<file path="config.mk">
export PLATFORM = sky130hd
export DESIGN_NAME = seg_scan_scheduler
export DESIGN_NICKNAME = d
export VERILOG_FILES = /design/src/rtl/seg_scan_scheduler.sv
export SDC_FILE = /design/constraint.sdc
export NUM_CORES = 1
export LEC_CHECK = 0
export BUFFER_PORTS_ARGS = -buffer_cell sky130_fd_sc_hd__buf_2
export CORE_ASPECT_RATIO = 1.4
export CORE_MARGIN = 2
export CORE_UTILIZATION = 58
export CTS_CLUSTER_SIZE = 8
export DETAILED_ROUTE_END_ITERATION = 16
export GPL_TIMING_DRIVEN = 0
export PLACE_DENSITY = 0.81
export RECOVER_POWER = 50
export SLEW_MARGIN = 0
export SYNTH_ARGS = -nofsm -noshare
export SYNTH_HDL_FRONTEND = slang
export SYNTH_SLANG_ARGS = --single-unit
</file>
<file path="constraint.sdc">
create_clock -name clk -period 3.73 [get_ports clk]
set_clock_uncertainty 0.15 [all_clocks]
set_input_delay 0.746 -clock clk [delete_from_list [all_inputs] [get_ports clk]]
set_output_delay 0.746 -clock clk [all_outputs]
set_load 0.01 [all_outputs]
</file>
<file path="src/rtl/seg_scan_scheduler.sv">
// seg_scan_scheduler
//
// Time-multiplexes NUM_DIGITS BCD digits onto one shared seven-segment bus.
// Each digit gets a BLANK-cycle all-off gap (ghost suppression) followed by a
// DWELL-cycle drive window whose lit portion is set by a 4-bit brightness.
// Digit values are double-buffered (staging -> shadow) and the shadow is only
// replaced at a frame boundary, so an update never tears mid-frame.
//
// Parameters:
//   NUM_DIGITS  digits scanned per frame (1..8)
//   DWELL       drive cycles per digit (multiple of 16, >= 16)
//   BLANK       all-off cycles between digits (1..255)
//
// Ports:
//   clk         clock, rising edge
//   rst         synchronous active-high reset
//   ena         scan enable; low forces idle with all outputs off
//   digit_data  BCD digits, digit i at [4i+3:4i]
//   load        one-cycle strobe capturing digit_data
//   brightness  duty level 0..15, sampled on each drive entry
//   segments    registered segment drive, bit0=a .. bit6=g, active-high
//   digit_sel   registered one-hot digit enable, active-high
//   frame_done  registered one-cycle pulse at each frame boundary
//   busy        high whenever the scanner is not idle

module seg_scan_scheduler #(
  parameter int unsigned NUM_DIGITS = 4,
  parameter int unsigned DWELL      = 1024,
  parameter int unsigned BLANK      = 8
) (
  input  logic                      clk,
  input  logic                      rst,
  input  logic                      ena,
  input  logic [4*NUM_DIGITS-1:0]   digit_data,
  input  logic                      load,
  input  logic [3:0]                brightness,
  output logic [6:0]                segments,
  output logic [NUM_DIGITS-1:0]     digit_sel,
  output logic                      frame_done,
  output logic                      busy
);

  localparam int unsigned CntMax = (DWELL > BLANK) ? DWELL : BLANK;
  // Counter only needs to reach CntMax-1.
  localparam int unsigned CntW   = (CntMax > 1) ? $clog2(CntMax) : 1;
  localparam int unsigned IdxW   = (NUM_DIGITS > 1) ? $clog2(NUM_DIGITS) : 1;
  // One brightness step is DWELL/16 lit cycles.
  localparam int unsigned Step   = DWELL / 16;
  localparam int unsigned DataW  = 4 * NUM_DIGITS;

  typedef enum logic [1:0] {
    StIdle,
    StBlank,
    StDrive
  } state_e;

  state_e                 state_q, state_d;
  logic [IdxW-1:0]        idx_q, idx_d;
  logic [CntW-1:0]        cnt_q, cnt_d;
  logic [3:0]             bri_q, bri_d;
  logic [DataW-1:0]       staging_q, staging_d;
  logic [DataW-1:0]       shadow_q, shadow_d;
  logic                   pending_q, pending_d;
  logic [6:0]             segments_q, segments_d;
  logic [NUM_DIGITS-1:0]  digit_sel_q, digit_sel_d;
  logic                   frame_done_q, frame_done_d;
  logic                   busy_q, busy_d;

  logic                   boundary;
  logic [3:0]             digit_val;
  logic [31:0]            on_len;
  logic                   lit;

  // Standard common-cathode decode; non-BCD codes blank the digit.
  function automatic logic [6:0] decode(input logic [3:0] v);
    logic [6:0] s;
    case (v)
      4'd0:    s = 7'h3F;
      4'd1:    s = 7'h06;
      4'd2:    s = 7'h5B;
      4'd3:    s = 7'h4F;
      4'd4:    s = 7'h66;
      4'd5:    s = 7'h6D;
      4'd6:    s = 7'h7D;
      4'd7:    s = 7'h07;
      4'd8:    s = 7'h7F;
      4'd9:    s = 7'h6F;
      default: s = 7'h00;
    endcase
    return s;
  endfunction

  // Sequencing: idle -> blank -> drive -> blank -> ... with idx advancing per digit.
  always_comb begin
    state_d  = state_q;
    idx_d    = idx_q;
    cnt_d    = cnt_q;
    bri_d    = bri_q;
    boundary = 1'b0;

    if (!ena) begin
      state_d = StIdle;
      idx_d   = '0;
      cnt_d   = '0;
    end else begin
      unique case (state_q)
        StIdle: begin
          state_d = StBlank;
          idx_d   = '0;
          cnt_d   = '0;
        end
        StBlank: begin
          if (cnt_q == CntW'(BLANK - 1)) begin
            state_d = StDrive;
            cnt_d   = '0;
            // Brightness is frozen for the whole drive window.
            bri_d   = brightness;
          end else begin
            cnt_d = cnt_q + CntW'(1);
          end
        end
        StDrive: begin
          if (cnt_q == CntW'(DWELL - 1)) begin
            state_d = StBlank;
            cnt_d   = '0;
            if (idx_q == IdxW'(NUM_DIGITS - 1)) begin
              idx_d    = '0;
              boundary = 1'b1;
            end else begin
              idx_d = idx_q + IdxW'(1);
            end
          end else begin
            cnt_d = cnt_q + CntW'(1);
          end
        end
        default: begin
          state_d = StIdle;
          idx_d   = '0;
          cnt_d   = '0;
        end
      endcase
    end
  end

  // Double buffer. A load is applied straight to the shadow when nothing is
  // being displayed from it mid-frame: while idle, or during the frame_done
  // cycle (the new frame's first drive is still BLANK cycles away).
  always_comb begin
    staging_d    = staging_q;
    shadow_d     = shadow_q;
    pending_d    = pending_q;
    frame_done_d = boundary;

    if (boundary && pending_q) begin
      shadow_d  = staging_q;
      pending_d = 1'b0;
    end

    if (load) begin
      if (state_q == StIdle || frame_done_q) begin
        // Direct write supersedes any older staged value.
        shadow_d  = digit_data;
        pending_d = 1'b0;
      end else begin
        staging_d = digit_data;
        pending_d = 1'b1;
      end
    end
  end

  // Registered outputs are computed from next-state values so they change on
  // the same edge as the state they describe.
  always_comb begin
    digit_val = '0;
    for (int i = 0; i < int'(NUM_DIGITS); i++) begin
      if (idx_d == IdxW'(i)) begin
        digit_val = shadow_d[4*i +: 4];
      end
    end

    on_len = (32'(bri_d) + 32'd1) * Step;
    lit    = (state_d == StDrive) && (32'(cnt_d) < on_len);

    segments_d = lit ? decode(digit_val) : 7'h00;

    for (int i = 0; i < int'(NUM_DIGITS); i++) begin
      digit_sel_d[i] = (state_d == StDrive) && (idx_d == IdxW'(i));
    end

    busy_d = (state_d != StIdle);
  end

  always_ff @(posedge clk) begin
    if (rst) begin
      state_q      <= StIdle;
      idx_q        <= '0;
      cnt_q        <= '0;
      bri_q        <= '0;
      staging_q    <= '0;
      shadow_q     <= '0;
      pending_q    <= 1'b0;
      segments_q   <= '0;
      digit_sel_q  <= '0;
      frame_done_q <= 1'b0;
      busy_q       <= 1'b0;
    end else begin
      state_q      <= state_d;
      idx_q        <= idx_d;
      cnt_q        <= cnt_d;
      bri_q        <= bri_d;
      staging_q    <= staging_d;
      shadow_q     <= shadow_d;
      pending_q    <= pending_d;
      segments_q   <= segments_d;
      digit_sel_q  <= digit_sel_d;
      frame_done_q <= frame_done_d;
      busy_q       <= busy_d;
    end
  end

  assign segments   = segments_q;
  assign digit_sel  = digit_sel_q;
  assign frame_done = frame_done_q;
  assign busy       = busy_q;

endmodule

</file>
==> metrics <==
run status=completed; top_reg_cell synth=dfxtp_1; diode count=0; Yosys reg bits=64; routed len/inst=16.0 um; TritonCTS clock tree=done; R2R Path Start=cnt_q[5]; Total GRT Usage=a little over a quarter; placed instance area=between 3000 and 4000 um^2; routability cong.=a little under 0.9; Starting Density=between 60% and 70%; Max Clk Rate=approximately 280 MHz; Rel. slew slack=51.5%; hold_buf cts=0; depth of the CTS H-tree=3; Yosys top cell area share=between 30% and 40%; die height=between 90 and 100 um; Root Driver=clkbuf_8; CTS Sinks=64; Clock Path Buffers=2; initial DRC count=around 270; initial antenna violation count=0; Final Max Tran Viols=0; count leader, synth=dfxtp_1; Finish-stage setup viols=0; Worst setup EP type=register; core area=about 5600 um^2; Worst-Skew Late Latency=between 300 and 400 ps; Remaining Overflow, GRT=0; Worst Path Max Fanout=5; top cells by count, synth=64 x dfxtp_1, 60 x nand2_1, 42 x nor2_1; cts bufs inserted=9; die width=between 60 and 70 um; Min Clock Period, post-route=3630 ps; Max Cap Viol=0; WS Path Type=register to register; total number of vias=approximately 3,100; Warnings, synthesis=0; final hold vios=0; Filler cells=450; IO Pins=37; largest net degree at the start of global routing=11; cell taking the most area after synthesis=dfxtp_1; global-route wire length before repair=between 10,000 and 15,000 um; P&R area growth vs syn=14.4%; Mapped Area=approximately 3400 um^2; crit share post-route=97.3%; Syn Nets=between 400 and 500; post-route cell area=slightly below 4000 um^2; EDFF count, synth=0; fraction of layout cells with a size suffix above 1=around 15%; via/cell ratio=roughly 6.0; Netlist cell types=approximately 60; Setup crit start=cnt_q[5]; DP Wirelength=between 6000 and 7000 um; PwrDens=between 300 and 400 nW/um^2; Hold Path Depth=1; worst-margin pin slew=about 720 ps; sequential-to-total area share from yosys stat=between 30% and 40%; die area=approximately 6400 um^2; Arrival @ worst endpoint=roughly 3700 ps; Hold EP=cnt_q[0]; RR Endpoint=segments[4]; ranking of synthesized cells by area=dfxtp_1 38%, mux2i_1 6.8%, nand2_1 6.7%; Pleak=~1.5 nW; flop2flop setup slack=100 ps; reg2reg path depth=13; std cell rows=32; Hold Crit Start=cnt_q[0]; Synth Instances=398; syn avg cell area=approximately 8.5 um^2; CP required=about 3800 ps; Hold Slack=302 ps; Post-synth ARST share=0%; vias in the first global route=a little over 3,000; Pre-antenna DRT Iters=6; DRC viols=0; port buffer count=36; maximum vdd drop=0.000220 V; antenna viol nets, final=0; drt total wl=roughly 8400 um; Final #Nets=between 400 and 500; Clock transition at path regs=roughly 70 ps; Min-Delay Path Class=register to register; CP Launch Type=register
==> layout by cell type, fill, tap and decap left out, types with 4 or more instances in the layout <==
master	count
mux2i_1	21
a211oi_1	8
dfxtp_1	63
xnor2_1	5
nor3_1	14
o21ai_0	5
and3_1	4
ha_1	16
and2_1	7
nor2_1	42
xor2_1	5
nand2_1	60
o21ai_1	8
nand3_1	7
o22ai_1	5
o21a_1	5
o31ai_1	4
buf_2	26
a21oi_1	27
clkbuf_8	10
clkbuf_1	28
nand4_1	4
inv_1	10
==> per-layer routing <==
metal	track usage, %	up-vias	share of wire, %
met5	0	-	0
met4	19.7	0	5.8
met3	3.24	44	4.1
met2	47.5	112	51
met1	29.1	1456	39
li1	-	1522	-
==> how the worst max path moves through the flow <==
stage                       end  cells past startpoint  slack [ps]
detailed placement  segments[5]                     15        -130
floorplan           segments[0]                     12         280
finish              segments[4]                     13         100
global placement    segments[5]                     15         -50
CTS                 segments[3]                     12          60
global route        segments[4]                     16         -40
==> power breakdown <==
group,switching [mW],internal (mW)
sequential,0.00846,0.703
combinational,0.0891,0.0541
clock,0.267,0.258
total,0.364,1.01
==> kinds of logic after synthesis <==
kind of cell,Yosys count,share of synthesized area (%)
compound gates,89,17.9
xor+xnor,10,2.60
fa+ha+maj,16,5.95
buf+inv,29,3.57
flops,64,38.1
mux,26,7.85
simple gates,164,24.1
==> per-stage QoR <==
stage / setup TNS [ps] / utilization, % / worst slack, ps / instances / total power, mW
global placement: -145 / 65.2 / -47.2 / 502 / 0.859
finish: 0 / 69.2 / 102 / 522 / 1.38
detailed placement: -381 / 65.2 / -134 / 502 / 0.866
floorplan: 0 / - / 279 / 398 / 0.818
CTS: 0 / 68.6 / 59.2 / 521 / 1.38
global route: -103 / 69.2 / -43.1 / 522 / 1.42
==> registers in the layout, indices dropped and copies added (netlist names) <==
signal      count
idx_q           2
bri_q           4
state_q         2
frame_done      1
staging_q      16
busy            1
segments        7
pending_q       1
cnt_q          10
digit_sel       4
shadow_q       16
==> cell type report <==
type                    instances  area (um^2)  share of cell area, %
plain buffers                  18         78.8                   2.05
clock buffers                  13          149                   3.87
clock inverters                 3         17.5                  0.455
inverters                      11         41.3                   1.07
multi-input cells             305         2000                   51.9
flip-flops and latches         64         1280                   33.3
well taps                      68         85.1                   2.21
repair buffers                 40          198                   5.13
==> critical path: stages (launching register included) <==
cell and delay, ps:
dfxtp_2 360, or4_4 570, nor4_4 290, buf_6 170
mux2i_4 240, inv_1 80, ha_1 230, xor2_1 180
ha_1 290, o21a_1 110, o2111a_1 260, nor3b_2 270
nand3_1 160, o22ai_1 190
==> repair_timing <==
action,4_1_cts,5_1_grt
gates cloned,0,0
pin swaps,2,3
setup endpoints to repair,5,5
gates resized for setup,0,10
setup buffers,3,1
No activity file was read; power rests on OpenSTA's default activity.
